**config.mk**
```make
export PLATFORM = sky130hd
export DESIGN_NAME = mem_port_arbiter_flat
export DESIGN_NICKNAME = d
export VERILOG_FILES = /design/src/rtl/mem_port_arbiter_pkg.sv /design/src/rtl/mem_port_arbiter_if.sv /design/src/rtl/mem_port_arbiter_starve_ctr.sv /design/src/rtl/mem_port_arbiter.sv /design/src/flat_wrapper.sv
export SDC_FILE = /design/constraint.sdc
export NUM_CORES = 1
export LEC_CHECK = 0
export ABC_AREA = 1
export CAP_MARGIN = 20
export CELL_PAD_IN_SITES_DETAIL_PLACEMENT = 0
export CELL_PAD_IN_SITES_GLOBAL_PLACEMENT = 1
export CORE_UTILIZATION = 12
export CTS_BUF_LIST = sky130_fd_sc_hd__clkbuf_4
export DETAILED_ROUTE_END_ITERATION = 10
export GPL_ROUTABILITY_DRIVEN = 0
export PLACE_DENSITY = 0.91
export SKIP_LAST_GASP = 1
export SYNTH_ARGS = -nofsm -noshare
export SYNTH_HDL_FRONTEND = slang
export SYNTH_SLANG_ARGS = --single-unit
```
**constraint.sdc**
```tcl
create_clock -name clk -period 1.94 [get_ports clk]
set_clock_uncertainty 0.2 [all_clocks]
set_input_delay 0.194 -clock clk [delete_from_list [all_inputs] [get_ports clk]]
set_output_delay 0.194 -clock clk [all_outputs]
set_load 0.02 [all_outputs]
```
**src/rtl/mem_port_arbiter_pkg.sv**
```systemverilog
// Shared types and defaults for the IF/D unified-memory port arbiter.
package mem_port_arbiter_pkg;

    localparam int XLEN           = 32;
    localparam int ADDR_BITS      = 10;
    localparam int MEM_LAT_DEF    = 2;
    localparam int STARVE_MAX_DEF = 3;

    typedef enum logic {
        ARB_IDLE = 1'b0,
        ARB_WAIT = 1'b1
    } arb_state_e;

    typedef enum logic {
        OWNER_IF = 1'b0,
        OWNER_D  = 1'b1
    } owner_e;

    // Bits needed to hold 0..max_val, never less than one.
    function automatic int cnt_width(input int max_val);
        return (max_val > 1) ? $clog2(max_val + 1) : 1;
    endfunction

endpackage

```
**src/rtl/mem_port_arbiter_if.sv**
```systemverilog
// Bundle of pipeline-side request/response signals and memory-side signals of the arbiter.
interface mem_port_arbiter_if;
    import mem_port_arbiter_pkg::*;

    logic                 flush_if;
    logic                 if_req;
    logic [ADDR_BITS-1:0] if_addr;
    logic                 if_gnt;
    logic                 if_rvalid;
    logic [XLEN-1:0]      if_rdata;
    logic                 d_req;
    logic                 d_we;
    logic                 d_byt;
    logic [ADDR_BITS-1:0] d_addr;
    logic [XLEN-1:0]      d_wdata;
    logic                 d_gnt;
    logic                 d_rvalid;
    logic [XLEN-1:0]      d_rdata;
    logic                 mem_en;
    logic                 mem_we;
    logic                 mem_byt;
    logic [ADDR_BITS-1:0] mem_addr;
    logic [XLEN-1:0]      mem_wdata;
    logic [XLEN-1:0]      mem_rdata;
    logic                 busy;

    modport slave (
        input  flush_if, if_req, if_addr, d_req, d_we, d_byt, d_addr, d_wdata, mem_rdata,
        output if_gnt, if_rvalid, if_rdata, d_gnt, d_rvalid, d_rdata,
               mem_en, mem_we, mem_byt, mem_addr, mem_wdata, busy
    );

    modport master (
        output flush_if, if_req, if_addr, d_req, d_we, d_byt, d_addr, d_wdata, mem_rdata,
        input  if_gnt, if_rvalid, if_rdata, d_gnt, d_rvalid, d_rdata,
               mem_en, mem_we, mem_byt, mem_addr, mem_wdata, busy
    );

endinterface

```
**src/rtl/mem_port_arbiter_starve_ctr.sv**
```systemverilog
// IF starvation counter and D-first priority select; grants only when the port can accept.
module mem_port_arbiter_starve_ctr
    import mem_port_arbiter_pkg::*;
#(
    parameter int STARVE_MAX = STARVE_MAX_DEF
) (
    input  logic clk,
    input  logic rst_n,
    input  logic i_can_grant,
    input  logic i_if_req,
    input  logic i_d_req,
    output logic o_grant_if,
    output logic o_grant_d
);

    localparam int            SW         = cnt_width(STARVE_MAX);
    localparam logic [SW-1:0] STARVE_LIM = SW'(STARVE_MAX);

    logic [SW-1:0] r_starve_cnt;
    logic          w_if_wins;

    // Priority select: D wins unless IF has been passed over STARVE_MAX times in a row.
    always_comb begin
        w_if_wins  = i_if_req && (r_starve_cnt == STARVE_LIM);
        o_grant_d  = i_can_grant && i_d_req && !w_if_wins;
        o_grant_if = i_can_grant && i_if_req && !o_grant_d;
    end

    // Counts consecutive D grants taken while IF is waiting, saturating at the limit.
    always_ff @(posedge clk or negedge rst_n) begin
        if (!rst_n) begin
            r_starve_cnt <= {SW{1'b0}};
        end else if (o_grant_if || !i_if_req) begin
            r_starve_cnt <= {SW{1'b0}};
        end else if (o_grant_d && (r_starve_cnt != STARVE_LIM)) begin
            r_starve_cnt <= r_starve_cnt + SW'(1);
        end else begin
            r_starve_cnt <= r_starve_cnt;
        end
    end

endmodule

```
**src/rtl/mem_port_arbiter.sv**
```systemverilog
// Shares one fixed-latency memory between fetch (IF) and data (D): one access in flight,
// responses routed to the owner, fetch responses dropped after a taken-branch flush.
module mem_port_arbiter
    import mem_port_arbiter_pkg::*;
#(
    parameter int MEM_LAT    = MEM_LAT_DEF,
    parameter int STARVE_MAX = STARVE_MAX_DEF
) (
    input  logic         clk,
    input  logic         rst_n,
    mem_port_arbiter_if.slave bus
);

    localparam int            LW       = cnt_width(MEM_LAT - 1);
    localparam logic [LW-1:0] LAT_LOAD = LW'(MEM_LAT - 1);

    arb_state_e  r_state;
    owner_e      r_owner;
    logic [LW-1:0] r_lat_cnt;
    logic        r_kill;
    logic        r_store;

    logic w_resp;
    logic w_can_grant;
    logic w_grant_if;
    logic w_grant_d;
    logic w_grant;
    logic w_if_rvalid;
    logic w_d_rvalid;

    // The response cycle doubles as a grant slot; nothing is granted while reset is held.
    always_comb begin
        w_resp      = (r_state == ARB_WAIT) && (r_lat_cnt == {LW{1'b0}});
        w_can_grant = rst_n && ((r_state == ARB_IDLE) || w_resp);
        w_grant     = w_grant_if || w_grant_d;
    end

    mem_port_arbiter_starve_ctr #(
        .STARVE_MAX (STARVE_MAX)
    ) u_arb_starve_ctr (
        .clk         (clk),
        .rst_n       (rst_n),
        .i_can_grant (w_can_grant),
        .i_if_req    (bus.if_req),
        .i_d_req     (bus.d_req),
        .o_grant_if  (w_grant_if),
        .o_grant_d   (w_grant_d)
    );

    // Grant-cycle memory strobe and response routing to the current owner.
    always_comb begin
        bus.if_gnt  = w_grant_if;
        bus.d_gnt   = w_grant_d;
        bus.mem_en  = w_grant;
        bus.mem_we  = w_grant_d && bus.d_we;
        bus.mem_byt = w_grant_d && bus.d_byt;
        if (w_grant_d) begin
            bus.mem_addr  = bus.d_addr;
            bus.mem_wdata = bus.d_we ? bus.d_wdata : {XLEN{1'b0}};
        end else if (w_grant_if) begin
            bus.mem_addr  = bus.if_addr;
            bus.mem_wdata = {XLEN{1'b0}};
        end else begin
            bus.mem_addr  = {ADDR_BITS{1'b0}};
            bus.mem_wdata = {XLEN{1'b0}};
        end
        w_if_rvalid   = w_resp && (r_owner == OWNER_IF) && !r_kill;
        w_d_rvalid    = w_resp && (r_owner == OWNER_D);
        bus.if_rvalid = w_if_rvalid;
        bus.d_rvalid  = w_d_rvalid;
        bus.if_rdata  = w_if_rvalid ? bus.mem_rdata : {XLEN{1'b0}};
        bus.d_rdata   = (w_d_rvalid && !r_store) ? bus.mem_rdata : {XLEN{1'b0}};
        bus.busy      = (r_state == ARB_WAIT);
    end

    // Access FSM: a flush in the response cycle only kills a newly granted IF access.
    always_ff @(posedge clk or negedge rst_n) begin
        if (!rst_n) begin
            r_state   <= ARB_IDLE;
            r_owner   <= OWNER_IF;
            r_lat_cnt <= {LW{1'b0}};
            r_kill    <= 1'b0;
            r_store   <= 1'b0;
        end else if (w_grant) begin
            r_state   <= ARB_WAIT;
            r_lat_cnt <= LAT_LOAD;
            r_owner   <= w_grant_d ? OWNER_D : OWNER_IF;
            r_kill    <= w_grant_if && bus.flush_if;
            r_store   <= w_grant_d && bus.d_we;
        end else if (w_resp) begin
            r_state   <= ARB_IDLE;
            r_kill    <= 1'b0;
        end else if (r_state == ARB_WAIT) begin
            r_lat_cnt <= r_lat_cnt - LW'(1);
            r_kill    <= r_kill || ((r_owner == OWNER_IF) && bus.flush_if);
        end else begin
            r_state   <= r_state;
        end
    end

endmodule
```
**src/flat_wrapper.sv**
```systemverilog
// flat-port wrapper written by rule: the top's interface ports become plain ports
module mem_port_arbiter_flat import mem_port_arbiter_pkg::*;
#(
    parameter int MEM_LAT    = MEM_LAT_DEF,
    parameter int STARVE_MAX = STARVE_MAX_DEF
)
  (clk, rst_n, bus_flush_if, bus_if_req, bus_if_addr, bus_d_req, bus_d_we, bus_d_byt, bus_d_addr, bus_d_wdata, bus_mem_rdata, bus_if_gnt, bus_if_rvalid, bus_if_rdata, bus_d_gnt, bus_d_rvalid, bus_d_rdata, bus_mem_en, bus_mem_we, bus_mem_byt, bus_mem_addr, bus_mem_wdata, bus_busy);
  mem_port_arbiter_if bus_i ();
  input  logic clk;
  input  logic rst_n;
  input wire logic [$bits(bus_i.flush_if)-1:0] bus_flush_if;
  input wire logic [$bits(bus_i.if_req)-1:0] bus_if_req;
  input wire logic [$bits(bus_i.if_addr)-1:0] bus_if_addr;
  input wire logic [$bits(bus_i.d_req)-1:0] bus_d_req;
  input wire logic [$bits(bus_i.d_we)-1:0] bus_d_we;
  input wire logic [$bits(bus_i.d_byt)-1:0] bus_d_byt;
  input wire logic [$bits(bus_i.d_addr)-1:0] bus_d_addr;
  input wire logic [$bits(bus_i.d_wdata)-1:0] bus_d_wdata;
  input wire logic [$bits(bus_i.mem_rdata)-1:0] bus_mem_rdata;
  output wire logic [$bits(bus_i.if_gnt)-1:0] bus_if_gnt;
  output wire logic [$bits(bus_i.if_rvalid)-1:0] bus_if_rvalid;
  output wire logic [$bits(bus_i.if_rdata)-1:0] bus_if_rdata;
  output wire logic [$bits(bus_i.d_gnt)-1:0] bus_d_gnt;
  output wire logic [$bits(bus_i.d_rvalid)-1:0] bus_d_rvalid;
  output wire logic [$bits(bus_i.d_rdata)-1:0] bus_d_rdata;
  output wire logic [$bits(bus_i.mem_en)-1:0] bus_mem_en;
  output wire logic [$bits(bus_i.mem_we)-1:0] bus_mem_we;
  output wire logic [$bits(bus_i.mem_byt)-1:0] bus_mem_byt;
  output wire logic [$bits(bus_i.mem_addr)-1:0] bus_mem_addr;
  output wire logic [$bits(bus_i.mem_wdata)-1:0] bus_mem_wdata;
  output wire logic [$bits(bus_i.busy)-1:0] bus_busy;
  assign bus_i.flush_if = bus_flush_if;
  assign bus_i.if_req = bus_if_req;
  assign bus_i.if_addr = bus_if_addr;
  assign bus_i.d_req = bus_d_req;
  assign bus_i.d_we = bus_d_we;
  assign bus_i.d_byt = bus_d_byt;
  assign bus_i.d_addr = bus_d_addr;
  assign bus_i.d_wdata = bus_d_wdata;
  assign bus_i.mem_rdata = bus_mem_rdata;
  assign bus_if_gnt = bus_i.if_gnt;
  assign bus_if_rvalid = bus_i.if_rvalid;
  assign bus_if_rdata = bus_i.if_rdata;
  assign bus_d_gnt = bus_i.d_gnt;
  assign bus_d_rvalid = bus_i.d_rvalid;
  assign bus_d_rdata = bus_i.d_rdata;
  assign bus_mem_en = bus_i.mem_en;
  assign bus_mem_we = bus_i.mem_we;
  assign bus_mem_byt = bus_i.mem_byt;
  assign bus_mem_addr = bus_i.mem_addr;
  assign bus_mem_wdata = bus_i.mem_wdata;
  assign bus_busy = bus_i.busy;
  mem_port_arbiter #(.MEM_LAT(MEM_LAT), .STARVE_MAX(STARVE_MAX)) u_core (.clk(clk), .rst_n(rst_n), .bus(bus_i));
endmodule
```
# Word level (Yosys, flattened, before mapping)
# Cells that the tools add are included.
# totals
register_bits,7
latchBits,0
ram_bits,0
rom_bits,0
in_bits,91
elab_cells,61
mem_count,0
# op_classes
addsub,2
n_mul,0
div_mod_pow,0
magnitude_cmp,0
eq_ne,3
n_shift,0
mux,17
bitwise_logic,3
reduce_logical,30
# op_table
operator,n
$mux 32,4
$mux 10,2
$logic_and 1x1->1,16
$mux 1,9
$reduce_bool 2->1,3
$logic_not 1->1,5
$logic_or 1x1->1,4
$mux 2,2
$ne 2x2->1 const B,2
$not 1->1,3
$reduce_bool 3->1,1
$add 2x1->2 const B,1
$eq 2x2->1 const B,1
$reduce_and 2->1,1
$sub 1x1->1 const B,1

# Longest topological paths before layout
# Gate-level depths: netlist of run 1.
# logic_depth
depth_word,11
ltp_mapped,8
depth_no_buf,7

# Cells and area by module
# From an unflattened synthesis of run 1, not the netlist that was laid out.
# hier_totals
cells_unflattened,255
area_unflattened_um2,1198.6
# modules_own_cells
module,n_inst,cells_each,area_per_inst_um2,seq_area_each_um2
mem_port_arbiter,1,237,1067.3,125.1
mem_port_arbiter_starve_ctr,1,18,131.4,50.0

# Worst setup path after synthesis of run 1
# No wires, ideal clock.
# synth_path
path_kind,register -> output
start,"register u_core.r_state, in the netlist u_core.bus.busy"
end,output port bus_d_rdata[10]
arrival_time_ns,1.484
required_ns,1.546
slack_ns,0.062
path_stages_with_launch,6
path_buffers,1
cell_sequence,dfrtp_1 > nand2_2 > nor2_2 > nand2_2 > buf_6 > nor2_1
# synth_between
elab_chain_cells,4
# synth_rtl
item,line,text
from (decl),mem_port_arbiter.sv:17,arb_state_e r_state;
from (signal assigned),mem_port_arbiter.sv:97,r_state <= r_state;
$logic_and 1x1->1,mem_port_arbiter.sv:33,w_resp = (r_state == ARB_WAIT) && (r_lat_cnt == {LW{1'b0}});
$logic_and 1x1->1,mem_port_arbiter.sv:68,w_d_rvalid = w_resp && (r_owner == OWNER_D);
via bus_d_rvalid,flat_wrapper.sv:24,output wire logic [$bits(bus_i.d_rvalid)-1:0] bus_d_rvalid;
$logic_and 1x1->1,mem_port_arbiter.sv:72,bus.d_rdata = (w_d_rvalid && !r_store) ? bus.mem_rdata : {XLEN{1'b0}};
$mux 32,mem_port_arbiter.sv:72,
to (decl),flat_wrapper.sv:25,output wire logic [$bits(bus_i.d_rdata)-1:0] bus_d_rdata;
# The timed path passes the listed nets, and every way through them passes these cells.

# Worst setup path after layout of run 1
# layout_path
start,register u_core.u_arb_starve_ctr.r_starve_cnt[1]
end,output port bus_mem_wdata[18]
# layout_between
elab_chain_cells,5
# layout_rtl
item,line,text
from (decl),mem_port_arbiter_starve_ctr.sv:19,logic [SW-1:0] r_starve_cnt;
from (signal assigned),mem_port_arbiter_starve_ctr.sv:32,r_starve_cnt <= {SW{1'b0}};
from (signal assigned),mem_port_arbiter_starve_ctr.sv:34,r_starve_cnt <= {SW{1'b0}};
from (signal assigned),mem_port_arbiter_starve_ctr.sv:36,r_starve_cnt <= r_starve_cnt + SW'(1);
$eq 2x2->1,mem_port_arbiter_starve_ctr.sv:24,w_if_wins = i_if_req && (r_starve_cnt == STARVE_LIM);
$logic_and 1x1->1,mem_port_arbiter_starve_ctr.sv:24,
$logic_not 1->1,mem_port_arbiter_starve_ctr.sv:25,o_grant_d = i_can_grant && i_d_req && !w_if_wins;
$logic_and 1x1->1,mem_port_arbiter_starve_ctr.sv:25,
$mux 32,mem_port_arbiter.sv:57,if (w_grant_d) begin
to (decl),flat_wrapper.sv:30,output wire logic [$bits(bus_i.mem_wdata)-1:0] bus_mem_wdata;
# Every way passes these cells.

==> reports/qor.yml, run 1 <==
run_status:
  outcome: "finished, violations left"
  violations: "setup timing"
timing:
  timing.hold.ws_ps: 127
  slew_headroom_pct: 84.6
  rsz0062_at_grt: "yes"
  fmax_mhz: 498
  fin_tns_setup_ps: -702
  period_share_pct: 103
  setup_viol: 32
  tightest_slew_ps: 231
  hold_viol: 0
  setup_slack_ps: -67.0
  drv_slew: 0
  min_period_ps: 2010
power:
  p_clk_share_pct: 6.0
  power_frac_comb_pct: 83.8
  switchingPower_mw: 1.24
  p_per_area_mw_per_mm2: 679
  power.leakage_nw: 1.92
  p_int_mw: 1.22
  switching_share_pct: 50.5
  total_power_mw: 2.47
  ir_drop_mv: 0.248
  seqPwrFrac_pct: 10.2
finish:
  final_area_mm2: 0.00363
  drive_above_1_share_pct: 41.8
  seqCellArea_um2: 175
  utilization_pct: 34.7
  fillers: 1154
  multi_input_area_mm2: 0.00100
  nets: 571
  diodes: 0
  syn2layout_area_growth_pct: 177
placement:
  hpwl_um: 5270
  port_buffers: 204
  dpl_cell_area_mm2: 0.00362
drt:
  drc: 0
  vias: 2312
  viasPerCell: 3.77
  drt_iter0_drc: 73
  final_antenna_net_count: 0
  wl_per_cell_um: 10.8
  first_pass_iters: 4
  wl_um: 6630
clock_tree:
  cts_tree: "yes"
  clk_latency_ps: 250
  clkTransAtPathRegs_ps: 60
  ctsHoldBuffers: 0
  cts_sinks: 7
  cts-htree-levels: 1
  clock_path_buffers: 2
  cts_buffers: 3
  cts_root_buffer: "clkbuf_4"
synth:
  syn_area_mm2: 0.00131
  synth.distinct_cells: 21
  yosysSeqAreaShare_pct: 13.4
  yosys_warnings: 0
  syn-num-nets: 349
  syn_inst: 257
  syn_avg_cell_area_um2: 5.10
  yosys_register_bits: 7
global_routing:
  grt_pass1_vias: 2151
  grt_max_degree: 34
  grt_antenna_before_repair: 0
  grt_usage_pct: 10.5
  grt-ovfl-total: 0
  grt_pass1_wl_um: 9860
setup_path:
  cp_max_fo: 8
  startpoint_type: "flip-flop"
  critPathRequiredTime_ps: 1550
  arrival_ps: 1610
  worst-setup-path-type: "reg2out"
  endpoint_kind: "primary output"
floorplanning:
  die_w_um: 106
  die-area_mm2: 0.0113
  start_util_pct: 12.5
  num_rows: 37
  coreArea_mm2: 0.0105
  io_pins: 205
  die_h_um: 106
hold_path:
  hold_path_class: "in2async"
flow_run:
  drv_cap: 0
-- layer usage --
metal / GRT usage (%) / vias up / share of wire (%) / wire, um
met4: 1.17 / 0 / 0.091 / 6
met2: 21.7 / 131 / 54 / 3550
li1: - / 1171 / - / -
met5: 0 / - / 0 / 0
met3: 2.82 / 2 / 11 / 701
met1: 10.5 / 1008 / 36 / 2370
-- per-stage QoR --
stage / cells / setup WS (ps)
finish: 614 / -67.0
global route: 614 / -127
CTS: 612 / -127
detailed placement: 608 / -406
global placement: 608 / -391
floorplan: 257 / 62.4
-- repair_timing --
item	4_1_cts	5_1_grt
gates resized for setup	501	111
pin swaps	0	2
setup endpoints to repair	113	110
gates cloned	0	1
setup buffers	0	1
endpoints found under the hold margin	0	0
-- power by group through the flow --
stage	Sequential [mW]	Combinational, mW	Clock [mW]
finish	0.251	2.07	0.148
global route	0.259	2.23	0.165
CTS	0.247	1.90	0.154
detailed placement	0.249	2.09	0
global placement	0.246	2.07	0
floorplan	0.261	1.02	0
-- final cells by class --
| class | instances | share of cell area, % |
|---|---|---|
| Clock buffer | 4 | 0.827 |
| Inverter | 43 | 4.72 |
| Multi-Input combinational cell | 192 | 27.6 |
| Sequential cell | 7 | 4.82 |
| Tap cell | 136 | 4.69 |
| Timing Repair Buffer | 232 | 57.3 |
-- flip-flops by register name, summed over array words and instances, names as in the netlist --
signal	cells
u_core.u_arb_starve_ctr.r_starve_cnt	2
u_core.r_lat_cnt	1
u_core.r_owner	1
u_core.bus.busy	1
u_core.r_store	1
u_core.r_kill	1
-- path summary, 6_finish.rpt --
| path | from | to | slack, ps | cells after the start |
|---|---|---|---|---|
| min in group clk | u_core.u_arb_starve_ctr.r_starve_cnt[0]$_DFFE_PN0P_ | u_core.u_arb_starve_ctr.r_starve_cnt[0]$_DFFE_PN0P_ | 350 | 2 |
| worst min register to register | u_core.u_arb_starve_ctr.r_starve_cnt[0]$_DFFE_PN0P_ | u_core.u_arb_starve_ctr.r_starve_cnt[0]$_DFFE_PN0P_ | 350 | 2 |
| worst max register to register | u_core.u_arb_starve_ctr.r_starve_cnt[1]$_DFFE_PN0P_ | u_core.r_kill$_DFFE_PN0P_ | 330 | 9 |
| worst min-delay path | rst_n | u_core.u_arb_starve_ctr.r_starve_cnt[1]$_DFFE_PN0P_ | 130 | 2 |
| worst max-delay path | u_core.u_arb_starve_ctr.r_starve_cnt[1]$_DFFE_PN0P_ | bus_mem_wdata[18] | -70 | 8 |
| max in group asynchronous | rst_n | u_core.bus.busy$_DFFE_PN0P_ | 1290 | 2 |
-- Yosys cell counts, drive strengths merged --
cell type	count	share of area, %
nand3	1	0.38
a21oi	4	1.5
inv	43	13
nor2	102	34
or2	1	0.48
nor3	1	1.2
buf	12	9.6
clkbuf	3	0.86
o21ai	4	1.5
ha	1	0.95
nand2	78	23
dfrtp	7	13
-- kinds of logic after synthesis --
logic type	synth area share (%)
buf+inv	22.9
flops	13.4
fa+ha+maj	0.955
compound gates	3.06
simple gates	59.7
-- layout by cell type (no fill, tap or decap), types with 7 or more instances in the layout --
| cell | n |
|---|---|
| buf_4 | 70 |
| clkdlybuf4s50_1 | 91 |
| nor2_1 | 59 |
| nand2_1 | 72 |
| inv_1 | 39 |
| dfrtp_1 | 7 |
| nor2_2 | 24 |
| buf_2 | 33 |
| nor2_4 | 18 |
| buf_6 | 29 |
-- critical path, stage by stage, from the launching register on --
cell and delay, ps:
dfrtp_1 390, ha_2 190, nand2_2 80, nand2_4 70, nor2_8 150, inv_6 70
clkbuf_16 170, nor2_1 90, buf_4 140
(Power assumes the default switching activity.)
==> run 2, diff against run 1 <==
ABC_AREA = 0   (was 1)
CORE_MARGIN = 1.5   (was default)
PLACE_DENSITY = 0.89   (was 0.91)
SKIP_CTS_REPAIR_TIMING = 1   (was default)
==> run 2 against run 1 <==
Compared with the run above: the flow still finishes with violations (setup timing); register-to-register slack worse by 70 ps; fmax down 6.7%; setup slack worse by 140 ps; global-route usage down 0.90 points; wire length up 3.6%; sequential power up 10%; first-iteration DRC count down 89%; count of clock-buffer cells in the layout unchanged.
==> reports/qor.yml, run 2 <==
finish:
  layout_commonest_cell: "clkdlybuf4s50_1"
  fillers: 1048
  regMostFlops: "u_core.u_arb_starve_ctr.r_starve_cnt"
  syn2layout_area_growth_pct: 185
  diodes: 0
  final_area_mm2: 0.00346
  largest_register_ffs: 2
  final_cell_mix: "91 x clkdlybuf4s50_1, 66 x clkbuf_2, 60 x and2_1, 33 x buf_4, 26 x buf_6"
  drive_above_1_share_pct: 51.5
  utilization_pct: 35.4
  nets: 483
floorplanning:
  start_util_pct: 12.4
  die-area_mm2: 0.0107
  coreArea_mm2: 0.00977
  die_w_um: 103
  num_rows: 36
  die_h_um: 103
  io_pins: 205
power:
  total_power_mw: 2.46
  ir_drop_mv: 0.257
  seqPwrFrac_pct: 11.2
  switchingPower_mw: 1.10
  power_frac_comb_pct: 82.7
  power.leakage_nw: 1.78
  p_per_area_mw_per_mm2: 712
  p_int_mw: 1.36
  switching_share_pct: 44.6
  p_clk_share_pct: 6.1
setup_path:
  cp_max_fo: 8
  critPathRequiredTime_ps: 1550
  startpoint_type: "flip-flop"
  r2r_setup_slack_ps: 260
  arrival_ps: 1760
  worst-setup-path-type: "reg2out"
  endpoint_kind: "primary output"
synth:
  synth_fa_ha_area_share_pct: 1.03
  synth-main-ff-cell: "dfrtp_1"
  synth_top_family_by_area: "simple AND/OR/NAND/NOR gates"
  synth-compound-area-share_pct: 12.9
  syn_area_mm2: 0.00121
  yosys_warnings: 0
  netlist_top_cells_count: "67 x and2_1, 30 x and2_2, 10 x a22o_1, 7 x dfrtp_1"
  synth_mux_area_share_pct: 0.826
  synthArstFlopShare_pct: 100
  yosysSeqAreaShare_pct: 14.5
  synth_area_leaders: "and2_1 35%, and2_2 19%, dfrtp_1 14%"
  synthSimpleGateAreaFrac_pct: 63.3
  synth_most_common_cell: "and2_1"
  synth_xor_area_share_pct: 0
  syn_inst: 154
  yosys_register_bits: 7
  syn-num-nets: 246
  syn_avg_cell_area_um2: 7.86
  synth.distinct_cells: 28
  synth.top_cell.area_share_pct: 34.6
  yosys.area.top_type: "and2_1"
  synth_edf_count: 0
placement:
  dpl_cell_area_mm2: 0.00350
  hpwl_um: 4910
  port_buffers: 204
timing:
  setup_viol: 107
  tightest_slew_ps: 314
  setup_slack_ps: -212
  fmax_mhz: 465
  min_period_ps: 2150
  timing.hold.ws_ps: 47.0
  rsz0062_at_grt: "yes"
  fin_tns_setup_ps: -10850
  drv_slew: 0
  slew_headroom_pct: 79.0
  hold_viol: 0
  period_share_pct: 111
hold_path:
  hold_path_class: "in2async"
run_status:
  violations: "setup timing"
  outcome: "finished, violations left"
drt:
  vias: 1996
  first_pass_iters: 4
  wl_per_cell_um: 13.1
  drc: 0
  wl_um: 6870
  final_antenna_net_count: 0
  viasPerCell: 3.82
  drt_iter0_drc: 8
clock_tree:
  cts_sinks: 7
  cts-htree-levels: 1
  clkTransAtPathRegs_ps: 50
  clock_path_buffers: 2
  clk_latency_ps: 250
  cts_buffers: 3
  cts_tree: "yes"
  cts_root_buffer: "clkbuf_4"
global_routing:
  grt_antenna_before_repair: 0
  grt_pass1_wl_um: 8070
  grt-ovfl-total: 0
  grt_max_degree: 35
  grt_usage_pct: 9.57
  grt_pass1_vias: 1699
flow_run:
  drv_cap: 0
[run 2: final cells by class]
type | instances | area [um^2] | share of cell area [%]
sequential | 7 | 178 | 5.14
tap | 133 | 166 | 4.82
inverter | 2 | 7.51 | 0.217
timing repair buffer | 239 | 2020 | 58.4
multi-input combinational | 138 | 1050 | 30.5
clock buffer | 4 | 30.0 | 0.869
[run 2: kinds of logic (layout without fill, tap and decap cells)]
group	count (synthesis)	count (layout)
and+or+nand+nor	114	118
buffers and inverters	13	245
muxes	1	1
AOI/OAI and AO/OA	18	18
DFF	7	7
adders and majority gates	1	1
[run 2: power by group through the flow]
stage               Sequential (mW)  Clock [mW]  Combinational [mW]
finish                        0.276       0.149                2.04
global route                  0.281       0.167                2.18
CTS                           0.267       0.157                1.93
detailed placement            0.270           0                1.93
global placement              0.261           0                1.90
floorplan                     0.270           0               0.897
[run 2: worst max-delay path, cell delays in order, from the launching register on]
cell and delay, ps:
dfrtp_2 440, a21boi_4 250, buf_4 140, and4_2 310, and2_1 140, dlymetal6s2s_1 220
[run 2: path summary, 6_finish.rpt]
check / endpoint / start / cells past startpoint
setup / recovery: bus_mem_wdata[18] / u_core.r_lat_cnt$_DFFE_PN0P_ / 5
hold reg to reg: u_core.r_store$_DFFE_PN0P_ / u_core.r_store$_DFFE_PN0P_ / 1
max in group asynchronous: u_core.r_lat_cnt$_DFFE_PN0P_ / rst_n / 2
hold / removal: u_core.u_arb_starve_ctr.r_starve_cnt[0]$_DFFE_PN0P_ / rst_n / 2
setup reg to reg: u_core.r_kill$_DFFE_PN0P_ / u_core.r_lat_cnt$_DFFE_PN0P_ / 5
min in group clk: u_core.r_store$_DFFE_PN0P_ / u_core.r_store$_DFFE_PN0P_ / 1
[run 2: per-layer routing]
| metal | routed length [um] | share of wire [%] | global-route usage, % |
|---|---|---|---|
| met3 | 582 | 8.5 | 2.42 |
| met5 | 0 | 0 | 0 |
| met2 | 3830 | 56 | 19.7 |
| met1 | 2410 | 35 | 9.28 |
| met4 | 49 | 0.71 | 2.49 |
[run 2: stage by stage]
stage,setup slack [ps],cells
3_3_place_gp,-532,497
4_1_cts,-660,501
6_report,-212,523
2_1_floorplan,111,154
3_5_place_dp,-585,497
5_1_grt,-310,523
